File: src/rtl/bcd_entry_pkg.sv
// Shared types and constants for the keypad BCD entry front end.
package bcd_entry_pkg;

  localparam int unsigned DIGIT_W = 4;
  localparam logic [DIGIT_W-1:0] BCD_MAX = 4'd9;

  typedef enum logic [1:0] {
    IDLE = 2'd0,
    ONE  = 2'd1,
    TWO  = 2'd2,
    HOLD = 2'd3
  } state_e;

endpackage

File: src/rtl/entry_timer.sv
// Inactivity counter for a partial entry: reloads on strobes, saturates, flags expiry.
module entry_timer #(
  parameter int unsigned TIMEOUT_CYCLES = 1000
) (
  input  logic clk,
  input  logic rst,
  input  logic clr_i,
  input  logic load_i,
  input  logic en_i,
  output logic expire_o
);

  localparam int unsigned CNT_W = (TIMEOUT_CYCLES == 0) ? 1 : $clog2(TIMEOUT_CYCLES + 1);
  localparam logic [CNT_W-1:0] LIMIT = CNT_W'(TIMEOUT_CYCLES);
  localparam logic [CNT_W-1:0] LAST  = CNT_W'((TIMEOUT_CYCLES == 0) ? 0 : TIMEOUT_CYCLES - 1);

  logic [CNT_W-1:0] count_q, count_d;

  always_comb begin
    count_d = count_q;
    if (clr_i || load_i) begin
      count_d = '0;
    end else if (en_i && (count_q != LIMIT)) begin
      count_d = count_q + CNT_W'(1);
    end
  end

  always_ff @(posedge clk or posedge rst) begin
    if (rst) begin
      count_q <= '0;
    end else begin
      count_q <= count_d;
    end
  end

  // Expiry fires on the idle cycle whose increment would reach the limit.
  assign expire_o = (TIMEOUT_CYCLES != 0) && en_i && !load_i && !clr_i && (count_q >= LAST);

endmodule

File: src/rtl/bcd_entry_fsm.sv
// Collects up to two BCD digits and hands a left-justified word to the converter.
module bcd_entry_fsm
  import bcd_entry_pkg::*;
#(
  parameter int unsigned TIMEOUT_CYCLES = 1000
) (
  input  logic               clk,
  input  logic               rst,
  input  logic [DIGIT_W-1:0] digit,
  input  logic               digit_valid,
  output logic               digit_ready,
  input  logic               enter,
  input  logic               clear,
  output logic [7:0]         bcd,
  output logic               bcd_valid,
  input  logic               bcd_ready,
  output logic               bad_digit,
  output logic               overflow,
  output logic [1:0]         digit_count
);

  state_e             state_q;
  logic [DIGIT_W-1:0] tens_q, units_q;
  logic [7:0]         bcd_q;
  logic               bcd_valid_q, bad_q, ovf_q;
  logic [1:0]         count_q;

  logic strobe, is_bad, expire, partial;

  assign digit_ready = (state_q != HOLD);
  assign strobe      = digit_valid && digit_ready;
  assign is_bad      = strobe && (digit > BCD_MAX);
  assign partial     = (state_q == ONE) || (state_q == TWO);

  entry_timer #(
    .TIMEOUT_CYCLES(TIMEOUT_CYCLES)
  ) u_timer (
    .clk      (clk),
    .rst      (rst),
    .clr_i    (!partial),
    .load_i   (strobe),
    .en_i     (partial),
    .expire_o (expire)
  );

  always_ff @(posedge clk or posedge rst) begin
    if (rst) begin
      state_q     <= IDLE;
      tens_q      <= '0;
      units_q     <= '0;
      bcd_q       <= '0;
      bcd_valid_q <= 1'b0;
      bad_q       <= 1'b0;
      ovf_q       <= 1'b0;
      count_q     <= '0;
    end else begin
      bad_q <= 1'b0;
      ovf_q <= 1'b0;
      if (state_q == HOLD) begin
        if (clear || bcd_ready) begin
          state_q     <= IDLE;
          bcd_valid_q <= 1'b0;
          tens_q      <= '0;
          units_q     <= '0;
          count_q     <= '0;
        end
      end else if (clear || expire) begin
        state_q <= IDLE;
        tens_q  <= '0;
        units_q <= '0;
        count_q <= '0;
      end else if (enter && partial) begin
        // Digit registers and count stay put until the word is transferred.
        state_q     <= HOLD;
        bcd_valid_q <= 1'b1;
        bcd_q       <= (state_q == ONE) ? {{DIGIT_W{1'b0}}, units_q} : {tens_q, units_q};
      end else if (is_bad) begin
        bad_q <= 1'b1;
      end else if (strobe) begin
        case (state_q)
          IDLE: begin
            state_q <= ONE;
            units_q <= digit;
            count_q <= 2'd1;
          end
          ONE: begin
            state_q <= TWO;
            tens_q  <= units_q;
            units_q <= digit;
            count_q <= 2'd2;
          end
          default: ovf_q <= 1'b1;
        endcase
      end
    end
  end

  assign bcd         = bcd_q;
  assign bcd_valid   = bcd_valid_q;
  assign bad_digit   = bad_q;
  assign overflow    = ovf_q;
  assign digit_count = count_q;

endmodule

File: config.mk
export PLATFORM = sky130hd
export DESIGN_NAME = bcd_entry_fsm
export DESIGN_NICKNAME = d
export VERILOG_FILES = /design/src/rtl/bcd_entry_pkg.sv /design/src/rtl/entry_timer.sv /design/src/rtl/bcd_entry_fsm.sv
export SDC_FILE = /design/constraint.sdc
export NUM_CORES = 1
export LEC_CHECK = 0
export CAP_MARGIN = 10
export CORE_MARGIN = 2
export CORE_UTILIZATION = 30
export DETAILED_ROUTE_END_ITERATION = 10
export PLACE_DENSITY = 0.48
export SLEW_MARGIN = 10
export SYNTH_ARGS = -nofsm -noshare
export SYNTH_HDL_FRONTEND = slang
export SYNTH_SLANG_ARGS = --single-unit
File: constraint.sdc
create_clock -name clk -period 3.1 [get_ports clk]
set_input_delay 0.465 -clock clk [delete_from_list [all_inputs] [get_ports clk]]
set_output_delay 0.465 -clock clk [all_outputs]
set_load 0.05 [all_outputs]
==> summary.md <==
| Metric | Value |
|---|---|
| Internal power | a little under 0.9 mW |
| Layout area overhead | 26.7% |
| GP Congestion | 0.746 |
| Critical R2R Capture | bcd[0] |
| Via Count | between 1000 and 1500 |
| Clock share of power | between 20 and 30% |
| Post_cts resized | 0 |
| RSZ-0062 raised after global routing | false |
| Syn_nets | around 160 |
| DP HPWL | approximately 2400 µm |
| Sum Neg Setup Slack | 0 ns |
| Crit path arrival time | 1.88 ns |
| Top post-synthesis cells by area | dfrtp_1 53%, ha_1 4.8%, a22o_1 4.5% |
| Syn Inst Count | around 150 |
| DRT antenna net count | 0 |
| Reg-to-reg slack, setup | ~0.84 ns |
| Post-Syn Area | ~1600 µm² |
| Max Cap Viol | 0 |
| Die width | between 70 and 80 µm |
| Pre-CTS setup slack | roughly 0.5 ns |
| Ys async rst share | between 90% and 100% |
| Pins Over Slew Limit | 0 |
| Crit path launch | state_q[0] |
| Combinational Power Share | ~37% |
| Hold slack | 0.480 ns |
| Power per cell area | approximately 700 nW/µm² |
| Die footprint | between 5000 and 6000 µm² |
| First-pass GRT wire length | about 6000 µm |
| Final WL | approximately 3200 µm |
| Synth area leader | dfrtp_1 |
| Setup CP Type | reg -> out |
| # DRC | 0 |
| Syn. warnings | 0 |
| VDD IR-drop max | 0.000166 V |
| Crit path max fanout | 4 |
| Count leader, synth | dfrtp_1 |
| Post-CTS Setup Repair Bufs | 0 |
| Min-delay src | digit_count[1] |
| Share of post-route cells with drive strength above 1 | under 10% |
| Reg clk slew, reported paths | 0.07 ns |
| Final Setup Violations | 0 |
| Ys flop type | dfrtp_1 |
| Post-synthesis cell type count | 35 |
| Count of final hold-check violations | 0 |
| Post-layout util | between 30% and 40% |
| WHS Path Cells | 1 |
| Fillcell total | about 500 |
| Slew @ Worst Pin | around 0.6 ns |
| Num ports | 24 |
| Vias per cell | about 4.7 |
| Largest net degree at the start of global routing | 34 |
| Vias in the first global route | 1278 |
| Crit end category | primary output |
| CTS tree | yes |
| Area share of the largest cell type after synthesis | 53.1% |
| CTS Buf Count | 5 |
| Critical path required time | about 2.6 ns |
| Clk_lat worst skew | between 0.2 and 0.3 ns |
| Row count | 26 |
| Worst slew margin | around three fifths |
| Initial DRC Count | just over 90 |
| HP Class | reg -> reg |
| Static Leakage | approximately 0.86 nW |
| Std-Cell Core Area | between 5000 and 6000 µm² |
| IO buf count | 23 |
| Grt total ovfl | 0 |
| Sink Count | 33 |
| Root Buffer | clkbuf_8 |
| Max clock buf depth | 2 |
| Worst r2r src | state_q[0] |
| Sequential power share | about two fifths |
| Run status | finished clean |
| R2R cell count | 6 |
| Wire per inst | roughly 13 µm |
| 1st-pass router iterations | 4 |
| Initial Util | approximately 31% |
| Switch share | between 30% and 40% |
| GRT Overall Usage | about an eighth |
| Diode count | 0 |
| Initial antenna violation count | 0 |
| Post-synth top cells | 33 x dfrtp_1, 12 x nor2_1, 10 x nand2_1 |
| FMAX | 427 MHz |
| Synthesis-stage register bit count | 33 |
| Crit start category | flip-flop |
| Hold-fix buffers at CTS | 0 |
| Mean post-synth cell area | 10.6 µm² |
| Hold Path Sink | digit_count[1] |
| Nets | about 190 |
| H-tree depth | 2 |
| EDFF count, synth | 0 |
| Die Height | approximately 76 µm |
| PnR worst setup slack | approximately 0.76 ns |
| Net Sw Power | about 0.54 mW |
| Final clock skew | approximately 0.006 ns |
| Period utilisation layout | approximately three quarters |
| Seq/Total Area, Yosys | 53.1% |
| Min Clock Period, post-route | ~2.3 ns |
[cells in the final DEF (no fill, tap or decap), drive strengths merged, types with 2 or more instances in the layout]
cell type and count:
dfrtp 33, clkdlybuf4s50 23, o21ai 17, nor2 12, nand2 10, a22o 8, nand2b 7, inv 7
clkbuf 7, ha 6, nand3 5, mux2 4, nor3 4, a21oi 4, xor2 3, xnor2 3
and4 2, nand4 2, and3 2, o211ai 2, buf 2
[how the worst max path moves through the flow]
stage / to / slack [ns] / cells after the start
6_report: digit_ready / 0.76 / 3
5_1_grt: bcd[0] / 0.59 / 6
3_3_place_gp: bcd[2] / 0.57 / 6
4_1_cts: digit_ready / 0.74 / 3
2_1_floorplan: bcd[0] / 1.29 / 7
3_5_place_dp: bcd[0] / 0.51 / 6
[cell families after synthesis]
group	synth area share, %
AND/OR/NAND/NOR	16.9
AO/OA/AOI/OAI	15.4
flip-flops	53.1
buffers and inverters	2.89
XOR/XNOR	3.38
adder cells (fa/ha/maj)	4.82
multiplexers	3.54
[metal layers]
layer  share of wire, %  vias up  routed length, µm  global-route usage (%)
met5                  0        -                  0                       0
met4                1.7        0                 53                    5.45
met1                 47      560               1500                    16.3
li1                   -      577                  -                       -
met2                 49       18               1560                    21.0
met3                3.1        7                101                    2.61
[layout make-up]
type	instances	area, µm²	share of cell area, %
Inverter	7	26.3	1.33
Multi-Input combinational cell	104	686	34.8
Clock buffer	7	96.3	4.89
Clock inverter	1	5.00	0.254
Timing Repair Buffer	25	245	12.4
Tap cell	70	87.6	4.44
Sequential cell	33	826	41.9
[worst max-delay path, stage by stage (launching register included)]
cell and delay [ns]:
dfrtp_1 0.42, ha_1 0.26, inv_1 0.11, clkdlybuf4s50_1 0.81
[registers in the layout (all words and copies together), names as in the netlist]
name	count
bad_digit	1
bcd	8
bcd_valid	1
digit_count	2
overflow	1
state_q	2
tens_q	4
u_timer.count_q	10
units_q	4
[power groups by stage]
stage          Combinational (mW)  Sequential, mW  Clock, mW
6_report                    0.517           0.543      0.355
3_3_place_gp                0.523           0.551          0
2_1_floorplan               0.245           0.661          0
3_5_place_dp                0.519           0.553          0
4_1_cts                     0.523           0.545      0.366
5_1_grt                     0.569           0.556      0.381
[metrics by stage]
stage          cells  area, µm²  total power, mW
6_report         247       1970             1.42
5_1_grt          247       1970             1.51
4_1_cts          247       1970             1.43
3_5_place_dp     239       1870             1.07
3_3_place_gp     239       1870             1.07
2_1_floorplan    147       1560            0.906
Power figures use the tool's default switching activity.
